File: src/rtl/proc_pkg.sv
// Shared processor definitions: access sizes, memory-arbiter state and owner encodings.
// Pure declarations; no latency or backpressure of its own.
package proc_pkg;

  localparam logic [1:0] SIZE_BYTE = 2'b00;
  localparam logic [1:0] SIZE_HALF = 2'b01;
  localparam logic [1:0] SIZE_WORD = 2'b10;

  typedef enum logic [1:0] {
    IDLE = 2'd0,
    BUSY = 2'd1,
    LOAD = 2'd2
  } arb_state_e;

  typedef enum logic [1:0] {
    OWN_NONE = 2'd0,
    OWN_IF   = 2'd1,
    OWN_DM   = 2'd2
  } owner_e;

endpackage

File: src/rtl/mem_lat_counter.sv
// Loadable down-counter; done is high while the count sits at 1, i.e. the last wait cycle.
// Load takes effect on the next edge; clear wins over load; no backpressure.
module mem_lat_counter #(
  parameter int CNT_W = 3
) (
  input  logic             clk,
  input  logic             reset,
  input  logic             load_en,
  input  logic [CNT_W-1:0] load_val,
  input  logic             clr,
  output logic             done
);

  logic [CNT_W-1:0] cnt_q, cnt_d;

  always_comb begin
    cnt_d = cnt_q;
    if (clr) begin
      cnt_d = '0;
    end else if (load_en) begin
      cnt_d = load_val;
    end else if (cnt_q != '0) begin
      cnt_d = cnt_q - CNT_W'(1);
    end
  end

  always_ff @(posedge clk) begin
    if (reset) begin
      cnt_q <= '0;
    end else begin
      cnt_q <= cnt_d;
    end
  end

  assign done = (cnt_q == CNT_W'(1));

endmodule

File: src/rtl/mem_port_arbiter.sv
// Shares the single memory port between the SREC loader, data-memory and fetch; grants are same-cycle,
// writes finish in the grant cycle, reads return rvalid MEM_LAT+1 cycles later; a denied fetch raises stall.
module mem_port_arbiter
  import proc_pkg::*;
#(
  parameter int ADDR_W     = 32,
  parameter int DATA_W     = 32,
  parameter int MEM_LAT    = 1,
  parameter int STARVE_MAX = 4
) (
  input  logic              clk,
  input  logic              reset,
  input  logic              srec_parse,
  input  logic              srec_rw,
  input  logic [ADDR_W-1:0] srec_address,
  input  logic [DATA_W-1:0] srec_data_in,
  input  logic [1:0]        srec_access_size,
  input  logic              if_req,
  input  logic [ADDR_W-1:0] if_address,
  output logic              if_gnt,
  output logic              if_rvalid,
  output logic [DATA_W-1:0] if_rdata,
  input  logic              dm_req,
  input  logic              dm_rw,
  input  logic [ADDR_W-1:0] dm_address,
  input  logic [DATA_W-1:0] dm_data_in,
  input  logic [1:0]        dm_access_size,
  output logic              dm_gnt,
  output logic              dm_rvalid,
  output logic [DATA_W-1:0] dm_rdata,
  output logic              mem_en,
  output logic              mem_rw,
  output logic [ADDR_W-1:0] mem_address,
  output logic [DATA_W-1:0] mem_data_in,
  output logic [1:0]        mem_access_size,
  input  logic [DATA_W-1:0] mem_data_out,
  output logic              stall
);

  localparam int CNT_W = 3;
  localparam int STV_W = $clog2(STARVE_MAX + 1);
  localparam logic [CNT_W-1:0] LAT_LOAD = CNT_W'(MEM_LAT);
  localparam logic [STV_W-1:0] STV_SAT  = STV_W'(STARVE_MAX);

  arb_state_e        state_q, state_d;
  owner_e            owner_q, owner_d;
  logic [STV_W-1:0]  starve_q, starve_d;
  logic [DATA_W-1:0] if_rdata_q, if_rdata_d;
  logic [DATA_W-1:0] dm_rdata_q, dm_rdata_d;
  logic              if_rvalid_q, if_rvalid_d;
  logic              dm_rvalid_q, dm_rvalid_d;
  logic              cnt_load, cnt_clr, cnt_done;
  logic              if_win, dm_win;

  mem_lat_counter #(.CNT_W(CNT_W)) u_lat_cnt (
    .clk      (clk),
    .reset    (reset),
    .load_en  (cnt_load),
    .load_val (LAT_LOAD),
    .clr      (cnt_clr),
    .done     (cnt_done)
  );

  // A rising srec_parse blocks new grants so no read is started only to be aborted next cycle.
  always_comb begin
    if_win = 1'b0;
    dm_win = 1'b0;
    if (!reset && state_q == IDLE && !srec_parse) begin
      if (if_req && (!dm_req || starve_q == STV_SAT)) begin
        if_win = 1'b1;
      end else if (dm_req) begin
        dm_win = 1'b1;
      end
    end
  end

  always_comb begin
    mem_en          = 1'b0;
    mem_rw          = 1'b0;
    mem_address     = '0;
    mem_data_in     = '0;
    mem_access_size = SIZE_BYTE;
    if (!reset) begin
      if (state_q == LOAD) begin
        mem_en          = srec_rw;
        mem_rw          = srec_rw;
        mem_address     = srec_address;
        mem_data_in     = srec_data_in;
        mem_access_size = srec_access_size;
      end else if (dm_win) begin
        mem_en          = 1'b1;
        mem_rw          = dm_rw;
        mem_address     = dm_address;
        mem_data_in     = dm_data_in;
        mem_access_size = dm_access_size;
      end else if (if_win) begin
        mem_en          = 1'b1;
        mem_address     = if_address;
        mem_access_size = SIZE_WORD;
      end
    end
  end

  always_comb begin
    state_d     = state_q;
    owner_d     = owner_q;
    starve_d    = starve_q;
    if_rdata_d  = if_rdata_q;
    dm_rdata_d  = dm_rdata_q;
    if_rvalid_d = 1'b0;
    dm_rvalid_d = 1'b0;
    cnt_load    = 1'b0;
    cnt_clr     = 1'b0;

    case (state_q)
      IDLE: begin
        if (srec_parse) begin
          state_d = LOAD;
        end else if (if_win || (dm_win && !dm_rw)) begin
          state_d  = BUSY;
          owner_d  = if_win ? OWN_IF : OWN_DM;
          cnt_load = 1'b1;
        end
      end
      BUSY: begin
        if (srec_parse) begin
          state_d = LOAD;
          owner_d = OWN_NONE;
          cnt_clr = 1'b1;
        end else if (cnt_done) begin
          state_d = IDLE;
          owner_d = OWN_NONE;
          if (owner_q == OWN_IF) begin
            if_rdata_d  = mem_data_out;
            if_rvalid_d = 1'b1;
          end else if (owner_q == OWN_DM) begin
            dm_rdata_d  = mem_data_out;
            dm_rvalid_d = 1'b1;
          end
        end
      end
      LOAD: begin
        cnt_clr = 1'b1;
        if (!srec_parse) begin
          state_d = IDLE;
        end
      end
      default: state_d = IDLE;
    endcase

    // Fetch fairness: count consecutive denied fetch cycles, saturating.
    if (state_q == LOAD || if_win) begin
      starve_d = '0;
    end else if (if_req && starve_q != STV_SAT) begin
      starve_d = starve_q + STV_W'(1);
    end
  end

  always_ff @(posedge clk) begin
    if (reset) begin
      state_q     <= IDLE;
      owner_q     <= OWN_NONE;
      starve_q    <= '0;
      if_rdata_q  <= '0;
      dm_rdata_q  <= '0;
      if_rvalid_q <= 1'b0;
      dm_rvalid_q <= 1'b0;
    end else begin
      state_q     <= state_d;
      owner_q     <= owner_d;
      starve_q    <= starve_d;
      if_rdata_q  <= if_rdata_d;
      dm_rdata_q  <= dm_rdata_d;
      if_rvalid_q <= if_rvalid_d;
      dm_rvalid_q <= dm_rvalid_d;
    end
  end

  assign if_gnt    = if_win;
  assign dm_gnt    = dm_win;
  assign if_rvalid = if_rvalid_q & ~reset;
  assign dm_rvalid = dm_rvalid_q & ~reset;
  assign if_rdata  = if_rdata_q;
  assign dm_rdata  = dm_rdata_q;
  assign stall     = reset | (state_q == LOAD) | (if_req & ~if_win);

endmodule

File: config.mk
export PLATFORM = sky130hd
export DESIGN_NAME = mem_port_arbiter
export DESIGN_NICKNAME = d
export VERILOG_FILES = /design/src/rtl/proc_pkg.sv /design/src/rtl/mem_lat_counter.sv /design/src/rtl/mem_port_arbiter.sv
export SDC_FILE = /design/constraint.sdc
export NUM_CORES = 1
export LEC_CHECK = 0
export BUFFER_PORTS_ARGS = -buffer_cell sky130_fd_sc_hd__buf_4
export CORE_AREA = 5 5 130 132
export DETAILED_ROUTE_END_ITERATION = 8
export DIE_AREA = 0 0 135 137
export PLACE_DENSITY = 0.7
export SLEW_MARGIN = 20
export SYNTH_ARGS = -nofsm -noshare
export SYNTH_HDL_FRONTEND = slang
export SYNTH_SLANG_ARGS = --single-unit
File: constraint.sdc
create_clock -name clk -period 2.7 [get_ports clk]
set_input_delay 0.54 -clock clk [delete_from_list [all_inputs] [get_ports clk]]
set_output_delay 0.54 -clock clk [all_outputs]
set_load 0.05 [all_outputs]
After elaboration in Yosys (flattened, before gate mapping):

Index checks and enable logic that the tools add are counted.

* multiplexer cells: 43
* bitwise gates (word level): 11
* reduce and logical (&&, ||, !) cells: 25
* equal/unequal tests: 12
* $add $sub $neg: 2

Operators by type and width (count)
* 32-bit two-way mux: 7
* 2-bit two-way mux: 13
* 1-bit two-way mux: 20
* 4-bit AND reduction: 2
* 3-bit != test, second input constant: 2
* 1-bit NOT: 6
* 2-bit one-hot mux with 3 select lines: 1
* 1-bit logical AND: 5
* 5-bit AND reduction: 1
* 5-bit OR reduction: 1
* 2-bit by 1-bit equality test with 1-bit output, second input constant: 2
* 2-bit equality test, second input constant: 2
* 1-bit zero test: 4
* 2-bit != test, second input constant: 2
* 2-bit one-hot mux with 2 select lines: 1
* 2-bit nonzero test: 2
* 2-bit OR reduction: 2
* 4-bit OR reduction: 1
* 3-bit by 1-bit adder with 3-bit output, second input constant: 1
* 1-bit AND: 3
* 3-bit by 1-bit equality test with 1-bit output, second input constant: 1
* 3-bit equality test, second input constant: 1
* 1-bit logical OR: 3
* 3-bit by 2-bit != test with 1-bit output, second input constant: 1
* 8 further kinds: 9

* bits of input ports: 203
* logic and storage cells: 102
* register bits after elaboration: 76

Depth between registers and ports, before layout:

Gate-level depths: netlist of the first run.

* depth after elaboration: 11
* mapped depth: 8
* depth with buffers taken out: 6

Cells and area by module:

Synthesis of the first run repeated with hierarchy kept, for this count alone.

* cell total of the unflattened synthesis: 618
* area total of the unflattened synthesis: 4367.9 sq um

By module, submodules not included
* mem_port_arbiter: area each 4141.5 sq um, instances 1, cells each 594
* mem_lat_counter: area each 226.5 sq um, instances 1, cells each 24

Least setup slack after synthesis of the first run:

No wires, ideal clock.

* kind: register -> output
* start: register state_q[0]
* end: output port stall
* data arrival time: 3.427 ns
* buffers on the path: 1
* slack: -1.267 ns
* stages on the path, launching flop included: 7
* cells stage by stage: dfxtp_1 inv_1 ha_1 or3b_1 buf_6 nor3_1 o21ai_0

* longest elaborated chain between the ends: 7

RTL lines
* from (decl): line mem_port_arbiter.sv:45 `arb_state_e state_q, state_d;`
* from (signal assigned): line mem_port_arbiter.sv:169 `state_q <= state_d;`
* 2-bit zero test: line mem_port_arbiter.sv:68 `if (!reset && state_q == IDLE && !srec_parse) begin`
* 1-bit logical AND (2 in a row): line mem_port_arbiter.sv:68
* 1-bit two-way mux: line mem_port_arbiter.sv:68
* named net if_gnt: line mem_port_arbiter.sv:20 `output logic if_gnt,`
* 1-bit NOT: line mem_port_arbiter.sv:185 `assign stall = reset | (state_q == LOAD) | (if_req & ~if_win);`
* 1-bit AND: line mem_port_arbiter.sv:185
* 1-bit bitwise OR: line mem_port_arbiter.sv:185
* to (decl): line mem_port_arbiter.sv:37 `output logic stall`

The timed path passes the listed nets, and every way through them passes these cells.

Final worst setup path of the first run:

* start: register state_q[1]
* end: output port mem_data_in[0]

* longest elaborated chain between the ends: 7

RTL lines
* 2-bit zero test: line mem_port_arbiter.sv:68
* 1-bit logical AND (2 in a row): line mem_port_arbiter.sv:68
* 1-bit two-way mux: line mem_port_arbiter.sv:68
* 32-bit two-way mux: line mem_port_arbiter.sv:90 `end else if (dm_win) begin`
* 32-bit two-way mux *: line mem_port_arbiter.sv:84 `if (state_q == LOAD) begin`
* 32-bit two-way mux *: line mem_port_arbiter.sv:83 `if (!reset) begin`
* to (decl): line mem_port_arbiter.sv:34 `output logic [DATA_W-1:0] mem_data_in,`

Mark *: on every way between the ends. The rest lies on a longest branch, timed or not.

==> results of run 1 <==
-- cells by family (layout without fill, tap and decap cells) --
kind of cell             after synthesis  count (layout)  share of synthesized area (%)
AO/OA/AOI/OAI                        187             187                           26.7
adder cells (fa/ha/maj)                8               8                           2.32
flip-flops                            76              76                           35.2
other                                  0               2                              0
multiplexers                           3               3                          0.695
AND/OR/NAND/NOR                      267             267                           27.9
XOR/XNOR                               2               2                          0.406
buffers and inverters                 69             413                           6.83
-- power by group through the flow --
stage	sequential, mW	clock [mW]	combinational [mW]
3_3_place_gp	1.20	0	1.90
2_1_floorplan	1.20	0	1.28
3_5_place_dp	1.21	0	1.92
5_1_grt	1.19	1.41	2.38
4_1_cts	1.18	1.36	2.04
6_report	1.18	1.32	2.25
-- layout make-up --
type | count | share of cell area (%)
inverter | 10 | 0.408
sequential | 76 | 16.6
timing repair buffer | 387 | 37.2
antenna | 2 | 0.0545
clock buffer | 11 | 2.75
tap | 216 | 2.94
multi-input combinational | 467 | 39.2
clock inverter | 5 | 0.899
-- through the flow --
step | std cells | utilization, % | area, sq um
floorplan | 612 | - | 5070
global placement | 1136 | 51.1 | 7960
detailed placement | 1136 | 51.1 | 7960
CTS | 1156 | 55.7 | 8690
global route | 1174 | 58.9 | 9190
finish | 1174 | 58.9 | 9190
-- critical path, stage by stage (launching register included) --
cell,delay (ns)
sky130_fd_sc_hd__dfxtp_2,0.32
sky130_fd_sc_hd__inv_2,0.08
sky130_fd_sc_hd__ha_4,0.13
sky130_fd_sc_hd__or3b_4,0.39
sky130_fd_sc_hd__a311oi_4,0.26
sky130_fd_sc_hd__buf_6,0.18
sky130_fd_sc_hd__clkbuf_16,0.15
sky130_fd_sc_hd__nand3_1,0.14
sky130_fd_sc_hd__a21oi_4,0.18
sky130_fd_sc_hd__buf_6,0.17
-- flip-flops by register name (all words and copies together) (netlist names) --
signal           cells
owner_q              2
state_q              2
dm_rvalid_q          1
starve_q             3
if_rdata            32
dm_rdata            32
if_rvalid_q          1
u_lat_cnt.cnt_q      3
-- layout by cell type (no fill, tap or decap), types with 3 or more instances in the layout --
master / count
sky130_fd_sc_hd__a221oi_4: 7
sky130_fd_sc_hd__nor2b_1: 3
sky130_fd_sc_hd__a221oi_2: 22
sky130_fd_sc_hd__nand3_1: 22
sky130_fd_sc_hd__mux2i_1: 3
sky130_fd_sc_hd__nand3_4: 11
sky130_fd_sc_hd__nor3_4: 29
sky130_fd_sc_hd__buf_8: 4
sky130_fd_sc_hd__nand2b_1: 6
sky130_fd_sc_hd__inv_1: 7
sky130_fd_sc_hd__nor2_1: 9
sky130_fd_sc_hd__nand2_1: 168
sky130_fd_sc_hd__o21ai_0: 4
sky130_fd_sc_hd__buf_6: 63
sky130_fd_sc_hd__a21oi_4: 29
sky130_fd_sc_hd__dfxtp_1: 73
sky130_fd_sc_hd__clkbuf_16: 15
sky130_fd_sc_hd__nor3_2: 4
sky130_fd_sc_hd__a21oi_1: 97
sky130_fd_sc_hd__clkbuf_8: 3
sky130_fd_sc_hd__buf_12: 9
sky130_fd_sc_hd__buf_4: 303
sky130_fd_sc_hd__a21oi_2: 10
sky130_fd_sc_hd__a221oi_1: 5
sky130_fd_sc_hd__dfxtp_2: 3
sky130_fd_sc_hd__ha_1: 5
-- final timing paths --
kind | end | cells past startpoint
worst max-delay path | mem_data_in[0] | 9
worst min register to register | if_rdata[23] | 2
worst max register to register | dm_rdata[4] | 7
worst min-delay path | if_rdata[23] | 2
-- routing by layer --
layer / wire length [um] / vias to the layer above
met5: 13 / -
met4: 555 / 2
met3: 1930 / 36
met2: 11000 / 249
met1: 8310 / 2797
li1: - / 2833
-- repair_timing --
item                                    in CTS  in global routing
pin swaps                                    2                 27
resized for setup                           70                 57
endpoints found under the setup margin      65                 67
setup buffers                                2                  9
gates cloned                                 2                  7
==> run_summary.xml, run 1 <==
<?xml version="1.0" encoding="UTF-8"?>
<metrics>
  <group name="yosys">
    <metric name="ys_dominant_reg_cell" unit="">sky130_fd_sc_hd__dfxtp_1</metric>
    <metric name="ys_warn_count" unit="">0</metric>
    <metric name="asyncSetResetFlopFracSynth" unit="%">0</metric>
    <metric name="synth_most_common_cell" unit="">sky130_fd_sc_hd__nand2_1</metric>
    <metric name="cell_accounting_for_the_most_synthesized_area" unit="">sky130_fd_sc_hd__dfxtp_1</metric>
    <metric name="post_synth_edffs" unit="">0</metric>
    <metric name="synthesis.area" unit="sq mm">0.00432</metric>
    <metric name="synth_top_area_cells" unit="">sky130_fd_sc_hd__dfxtp_1, sky130_fd_sc_hd__a21oi_1, sky130_fd_sc_hd__nand2_1</metric>
    <metric name="post_synth_most_frequent_cells" unit="">sky130_fd_sc_hd__nand2_1, sky130_fd_sc_hd__a21oi_1, sky130_fd_sc_hd__dfxtp_1</metric>
    <metric name="post_synthesis_cell_count" unit="">612</metric>
    <metric name="synth_largest_type_area_fraction" unit="%">35.2</metric>
    <metric name="synth-seq-area-share" unit="%">35.2</metric>
    <metric name="syn-mean-instance-area" unit="sq um">7.06</metric>
    <metric name="yosys_register_bits" unit="">76</metric>
    <metric name="postSynthNetCount" unit="">823</metric>
    <metric name="synthDistinctLibCells" unit="">41</metric>
  </group>
  <group name="timing">
    <metric name="setup_viol_count_final" unit="">34</metric>
    <metric name="tightest_slew" unit="ns">0.654</metric>
    <metric name="final_period_minus_worst_setup_slack" unit="ns">2.87</metric>
    <metric name="hold_viol_final" unit="">0</metric>
    <metric name="slew_violations" unit="">0</metric>
    <metric name="setup_total_neg_slack" unit="ns">-4.56</metric>
    <metric name="finalHoldWorstSlack" unit="ns">0.452</metric>
    <metric name="fin_skew" unit="ns">0.00755</metric>
    <metric name="timing_limited_maximum_frequency" unit="GHz">0.348</metric>
    <metric name="final.setup.worst_slack" unit="ns">-0.174</metric>
    <metric name="rsz0062_at_grt" unit="">yes</metric>
    <metric name="relSlewSlack" unit="%">56.4</metric>
    <metric name="fin_crit_sh" unit="%">106</metric>
  </group>
  <group name="clock_network">
    <metric name="numClockSinks" unit="">76</metric>
    <metric name="cts.hold.buffers_added" unit="">0</metric>
    <metric name="cts_max_level" unit="">3</metric>
    <metric name="clock_root_buffer_master" unit="">sky130_fd_sc_hd__clkbuf_16</metric>
    <metric name="tritoncts" unit="">yes</metric>
    <metric name="clock_latency" unit="ns">0.33</metric>
    <metric name="cts_made_buffers" unit="">9</metric>
    <metric name="cts.reportedPaths.clkPinSlew" unit="ns">0.06</metric>
    <metric name="cts_max_path_buffers" unit="">2</metric>
  </group>
  <group name="placement">
    <metric name="port-buffer-count" unit="">339</metric>
    <metric name="pre_cts_slack" unit="ns">-0.0709</metric>
    <metric name="gp_congestion" unit="">0.838</metric>
    <metric name="dpl.hpwl" unit="um">15000</metric>
  </group>
  <group name="routing">
    <metric name="drt_first_iter_violations" unit="">269</metric>
    <metric name="antenna_left" unit="">0</metric>
    <metric name="detail_route.wirelength" unit="um">21800</metric>
    <metric name="drtPass1Iterations" unit="">5</metric>
    <metric name="vias_per_cell" unit="">5.04</metric>
    <metric name="drc" unit="">0</metric>
    <metric name="route.detailed.wl_per_inst" unit="um">18.5</metric>
    <metric name="total_via_count_after_detailed_routing" unit="">5917</metric>
  </group>
  <group name="global_route">
    <metric name="use_met2" unit="%">35.3</metric>
    <metric name="use_met3" unit="%">6.40</metric>
    <metric name="grt_pass1_wl" unit="um">29900</metric>
    <metric name="grt.met1_usage" unit="%">24.4</metric>
    <metric name="grt_util_all_layers" unit="%">20.4</metric>
    <metric name="first_global_vias" unit="">5479</metric>
    <metric name="grt-busiest-layer" unit="">met2</metric>
    <metric name="grt_antenna_before_repair" unit="">3</metric>
    <metric name="maximum_number_of_pins_on_one_net_before_global_route_repair" unit="">81</metric>
    <metric name="globalRoute.totalOverflow" unit="">0</metric>
  </group>
  <group name="critical_path">
    <metric name="path_class" unit="">reg2out</metric>
    <metric name="kind_of_start_point_of_the_critical_path" unit="">flip-flop</metric>
    <metric name="startpoint_of_the_lowest_slack_register_to_register_path" unit="">state_q[1]</metric>
    <metric name="cp_max_fo" unit="">8</metric>
    <metric name="cp.required" unit="ns">2.16</metric>
    <metric name="rrSetupSlack" unit="ns">0.80</metric>
    <metric name="crit_path_from" unit="">state_q[1]</metric>
    <metric name="worst_ep_arrival_time" unit="ns">2.33</metric>
    <metric name="endpoint_kind_of_the_worst_setup_timing_path" unit="">primary output</metric>
  </group>
  <group name="run_status">
    <metric name="status" unit="">complete, but fails checks</metric>
    <metric name="violations_in_the_final_reports" unit="">setup timing</metric>
  </group>
  <group name="die">
    <metric name="design.die.area" unit="sq mm">0.0185</metric>
    <metric name="dieHeight" unit="um">137</metric>
    <metric name="num_rows" unit="">46</metric>
    <metric name="top_level_port_count" unit="">340</metric>
    <metric name="coreArea" unit="sq mm">0.0156</metric>
    <metric name="start_util" unit="%">27.7</metric>
    <metric name="chipWidth" unit="um">135</metric>
  </group>
  <group name="hold_path">
    <metric name="hp_class" unit="">reg2reg</metric>
    <metric name="worstHoldStart" unit="">if_rdata[23]</metric>
  </group>
  <group name="power_and_ir_drop">
    <metric name="power.internal" unit="mW">2.95</metric>
    <metric name="cellPowerDensity" unit="mW/mm^2">517</metric>
    <metric name="power.combinational.fraction" unit="%">47.3</metric>
    <metric name="switching_share" unit="%">37.9</metric>
    <metric name="netSwitchingPower" unit="mW">1.80</metric>
    <metric name="seqPwrFrac" unit="%">24.9</metric>
    <metric name="p_total" unit="mW">4.75</metric>
    <metric name="vdd.ir_drop.worst" unit="mV">0.493</metric>
    <metric name="leakagePower" unit="nW">3.67</metric>
    <metric name="clock_power_share" unit="%">27.8</metric>
  </group>
  <group name="cells_and_area">
    <metric name="fillCellCount" unit="">1365</metric>
    <metric name="nets" unit="">1162</metric>
    <metric name="seqCellArea" unit="sq mm">0.00153</metric>
    <metric name="multi_input_comb_area" unit="sq mm">0.00360</metric>
    <metric name="layout-area-overhead-vs-synth" unit="%">113</metric>
    <metric name="final_layout_size_suffix_gt1_share" unit="%">55.6</metric>
  </group>
  <group name="flow_run">
    <metric name="maxcap_violations" unit="">0</metric>
  </group>
</metrics>
No activity file was read; power rests on OpenSTA's default activity.
==> run 2: changes to the inputs <==
CORE_AREA = 5 5 131 133   (was 5 5 130 132)
DIE_AREA = 0 0 136 138   (was 0 0 135 137)
PLACE_DENSITY = unset   (was 0.7)
TNS_END_PERCENT = 20   (was unset)
==> run 2 against run 1 <==
  * The run still ends with setup timing left
  * Critical path depth unchanged
  * Sequential power about the same
  * Sequential cell count unchanged
  * Clock-buffer cell count decreased by 1
  * Worst setup slack worse by 0.017 ns
  * Global-route usage fell by 0.12 points
==> run_summary.xml, run 2 (same netlist as run 1, synthesis figures left out) <==
<?xml version="1.0" encoding="UTF-8"?>
<metrics>
  <group name="clock_network">
    <metric name="tritoncts" unit="">yes</metric>
    <metric name="cts_made_buffers" unit="">9</metric>
    <metric name="numClockSinks" unit="">76</metric>
    <metric name="clock_latency" unit="ns">0.33</metric>
    <metric name="cts.reportedPaths.clkPinSlew" unit="ns">0.06</metric>
    <metric name="cts_max_path_buffers" unit="">2</metric>
    <metric name="cts_max_level" unit="">3</metric>
    <metric name="cts.hold.buffers_added" unit="">0</metric>
    <metric name="clock_root_buffer_master" unit="">sky130_fd_sc_hd__clkbuf_16</metric>
  </group>
  <group name="timing">
    <metric name="setup_viol_count_final" unit="">34</metric>
    <metric name="setup_total_neg_slack" unit="ns">-5.46</metric>
    <metric name="fin_skew" unit="ns">0.00362</metric>
    <metric name="hold_viol_final" unit="">0</metric>
    <metric name="timing_limited_maximum_frequency" unit="GHz">0.346</metric>
    <metric name="fin_crit_sh" unit="%">107</metric>
    <metric name="relSlewSlack" unit="%">37.9</metric>
    <metric name="final_period_minus_worst_setup_slack" unit="ns">2.89</metric>
    <metric name="final.setup.worst_slack" unit="ns">-0.192</metric>
    <metric name="slew_violations" unit="">0</metric>
    <metric name="rsz0062_at_grt" unit="">yes</metric>
    <metric name="tightest_slew" unit="ns">0.931</metric>
  </group>
  <group name="routing">
    <metric name="total_via_count_after_detailed_routing" unit="">5704</metric>
    <metric name="vias_per_cell" unit="">4.94</metric>
    <metric name="drc" unit="">0</metric>
    <metric name="detail_route.wirelength" unit="um">21300</metric>
    <metric name="route.detailed.wl_per_inst" unit="um">18.5</metric>
    <metric name="drtPass1Iterations" unit="">5</metric>
    <metric name="drt_first_iter_violations" unit="">320</metric>
    <metric name="antenna_left" unit="">0</metric>
  </group>
  <group name="die">
    <metric name="start_util" unit="%">27.5</metric>
    <metric name="design.die.area" unit="sq mm">0.0188</metric>
    <metric name="top_level_port_count" unit="">340</metric>
    <metric name="dieHeight" unit="um">138</metric>
    <metric name="num_rows" unit="">46</metric>
    <metric name="chipWidth" unit="um">136</metric>
    <metric name="coreArea" unit="sq mm">0.0157</metric>
  </group>
  <group name="power_and_ir_drop">
    <metric name="vdd.ir_drop.worst" unit="mV">0.299</metric>
    <metric name="leakagePower" unit="nW">3.40</metric>
    <metric name="cellPowerDensity" unit="mW/mm^2">519</metric>
  </group>
  <group name="placement">
    <metric name="pre_cts_slack" unit="ns">0.0282</metric>
    <metric name="dpl.hpwl" unit="um">15200</metric>
    <metric name="port-buffer-count" unit="">339</metric>
    <metric name="gp_congestion" unit="">0.912</metric>
    <metric name="post_dp_cell_area" unit="sq mm">0.00739</metric>
  </group>
  <group name="flow_run">
    <metric name="maxcap_violations" unit="">0</metric>
  </group>
  <group name="global_route">
    <metric name="grt-busiest-layer" unit="">met2</metric>
    <metric name="globalRoute.totalOverflow" unit="">0</metric>
    <metric name="grt.met1_usage" unit="%">25.0</metric>
    <metric name="use_met3" unit="%">6.49</metric>
    <metric name="grt_pass1_wl" unit="um">30200</metric>
    <metric name="grt_antenna_before_repair" unit="">0</metric>
    <metric name="grt_util_all_layers" unit="%">20.2</metric>
    <metric name="maximum_number_of_pins_on_one_net_before_global_route_repair" unit="">147</metric>
    <metric name="first_global_vias" unit="">5260</metric>
    <metric name="use_met2" unit="%">33.4</metric>
  </group>
  <group name="cells_and_area">
    <metric name="nets" unit="">1144</metric>
    <metric name="layout.core_utilization" unit="%">52.8</metric>
    <metric name="insertedDiodeCount" unit="">0</metric>
    <metric name="fillCellCount" unit="">1524</metric>
    <metric name="final_layout_size_suffix_gt1_share" unit="%">53.0</metric>
    <metric name="layout-area-overhead-vs-synth" unit="%">92.1</metric>
    <metric name="finish.instance_area" unit="sq mm">0.00830</metric>
    <metric name="final_cell_mix" unit="">sky130_fd_sc_hd__buf_4, sky130_fd_sc_hd__nand2_1, sky130_fd_sc_hd__a21oi_1</metric>
    <metric name="most_common_cell_after_layout_fill_and_taps_aside" unit="">sky130_fd_sc_hd__buf_4</metric>
  </group>
  <group name="critical_path">
    <metric name="path_class" unit="">reg2out</metric>
    <metric name="kind_of_start_point_of_the_critical_path" unit="">flip-flop</metric>
    <metric name="cp_max_fo" unit="">5</metric>
    <metric name="cp.required" unit="ns">2.16</metric>
    <metric name="endpoint_kind_of_the_worst_setup_timing_path" unit="">primary output</metric>
    <metric name="ff2ff_path_depth" unit="">7</metric>
    <metric name="worst_ep_arrival_time" unit="ns">2.35</metric>
  </group>
  <group name="hold_path">
    <metric name="hold-path-cell-count" unit="">2</metric>
    <metric name="hp_class" unit="">reg2reg</metric>
  </group>
  <group name="run_status">
    <metric name="status" unit="">complete, but fails checks</metric>
    <metric name="violations_in_the_final_reports" unit="">setup timing</metric>
  </group>
</metrics>
## run 2: final cells by class
cell class                 instances  area (sq um)  area share (%)
inverter                          10          40.0           0.482
clock buffer                      10           229            2.76
clock inverter                     6          63.8           0.769
timing repair buffer             369          3140            37.8
tap                              216           270            3.26
multi-input combinational        467          3040            36.6
sequential                        76          1530            18.4
## run 2: repair_timing
item                                   CTS  global route
buffers inserted                         2             2
gates resized for setup                 28            88
endpoints found under the hold margin    0             0
setup endpoints to repair               63            69
pin swaps                                5            47
cloned                                   1             4
## run 2: report_power, final
| group | internal (mW) | switching [mW] |
|---|---|---|
| clock | 0.716 | 0.469 |
| sequential | 1.16 | 0.0266 |
| combinational | 0.781 | 1.16 |
## run 2: path summary, 6_finish.rpt
kind                             startpoint               to  slack (ns)
worst min register to register  dm_rdata[9]      dm_rdata[9]        0.45
worst min-delay path            dm_rdata[9]      dm_rdata[9]        0.45
worst max-delay path             state_q[1]  mem_data_in[26]       -0.19
worst max register to register   state_q[1]      dm_rdata[8]        0.80
## run 2: through the flow
| step | hold WS (ns) | std cells | power (mW) |
|---|---|---|---|
| floorplan | 0.464 | 612 | 2.31 |
| global route | 0.448 | 1154 | 4.53 |
| CTS | 0.452 | 1148 | 4.19 |
| global placement | 0.442 | 1129 | 2.94 |
| finish | 0.452 | 1154 | 4.31 |
| detailed placement | 0.447 | 1129 | 2.94 |
## run 2: routing by layer
layer	up-vias	part of all wire, %
li1	2787	-
met1	2639	41
met2	238	49
met3	40	8.0
met4	0	2.8
met5	-	0
## run 2: worst max-delay path, cell delays in order, from the launching register on
cell and delay [ns]:
sky130_fd_sc_hd__dfxtp_4 0.35, sky130_fd_sc_hd__inv_4 0.07, sky130_fd_sc_hd__ha_4 0.13, sky130_fd_sc_hd__or3b_4 0.40, sky130_fd_sc_hd__a311oi_4 0.26, sky130_fd_sc_hd__buf_6 0.21
sky130_fd_sc_hd__clkbuf_16 0.17, sky130_fd_sc_hd__nand3_2 0.09, sky130_fd_sc_hd__a21oi_2 0.15, sky130_fd_sc_hd__buf_6 0.18
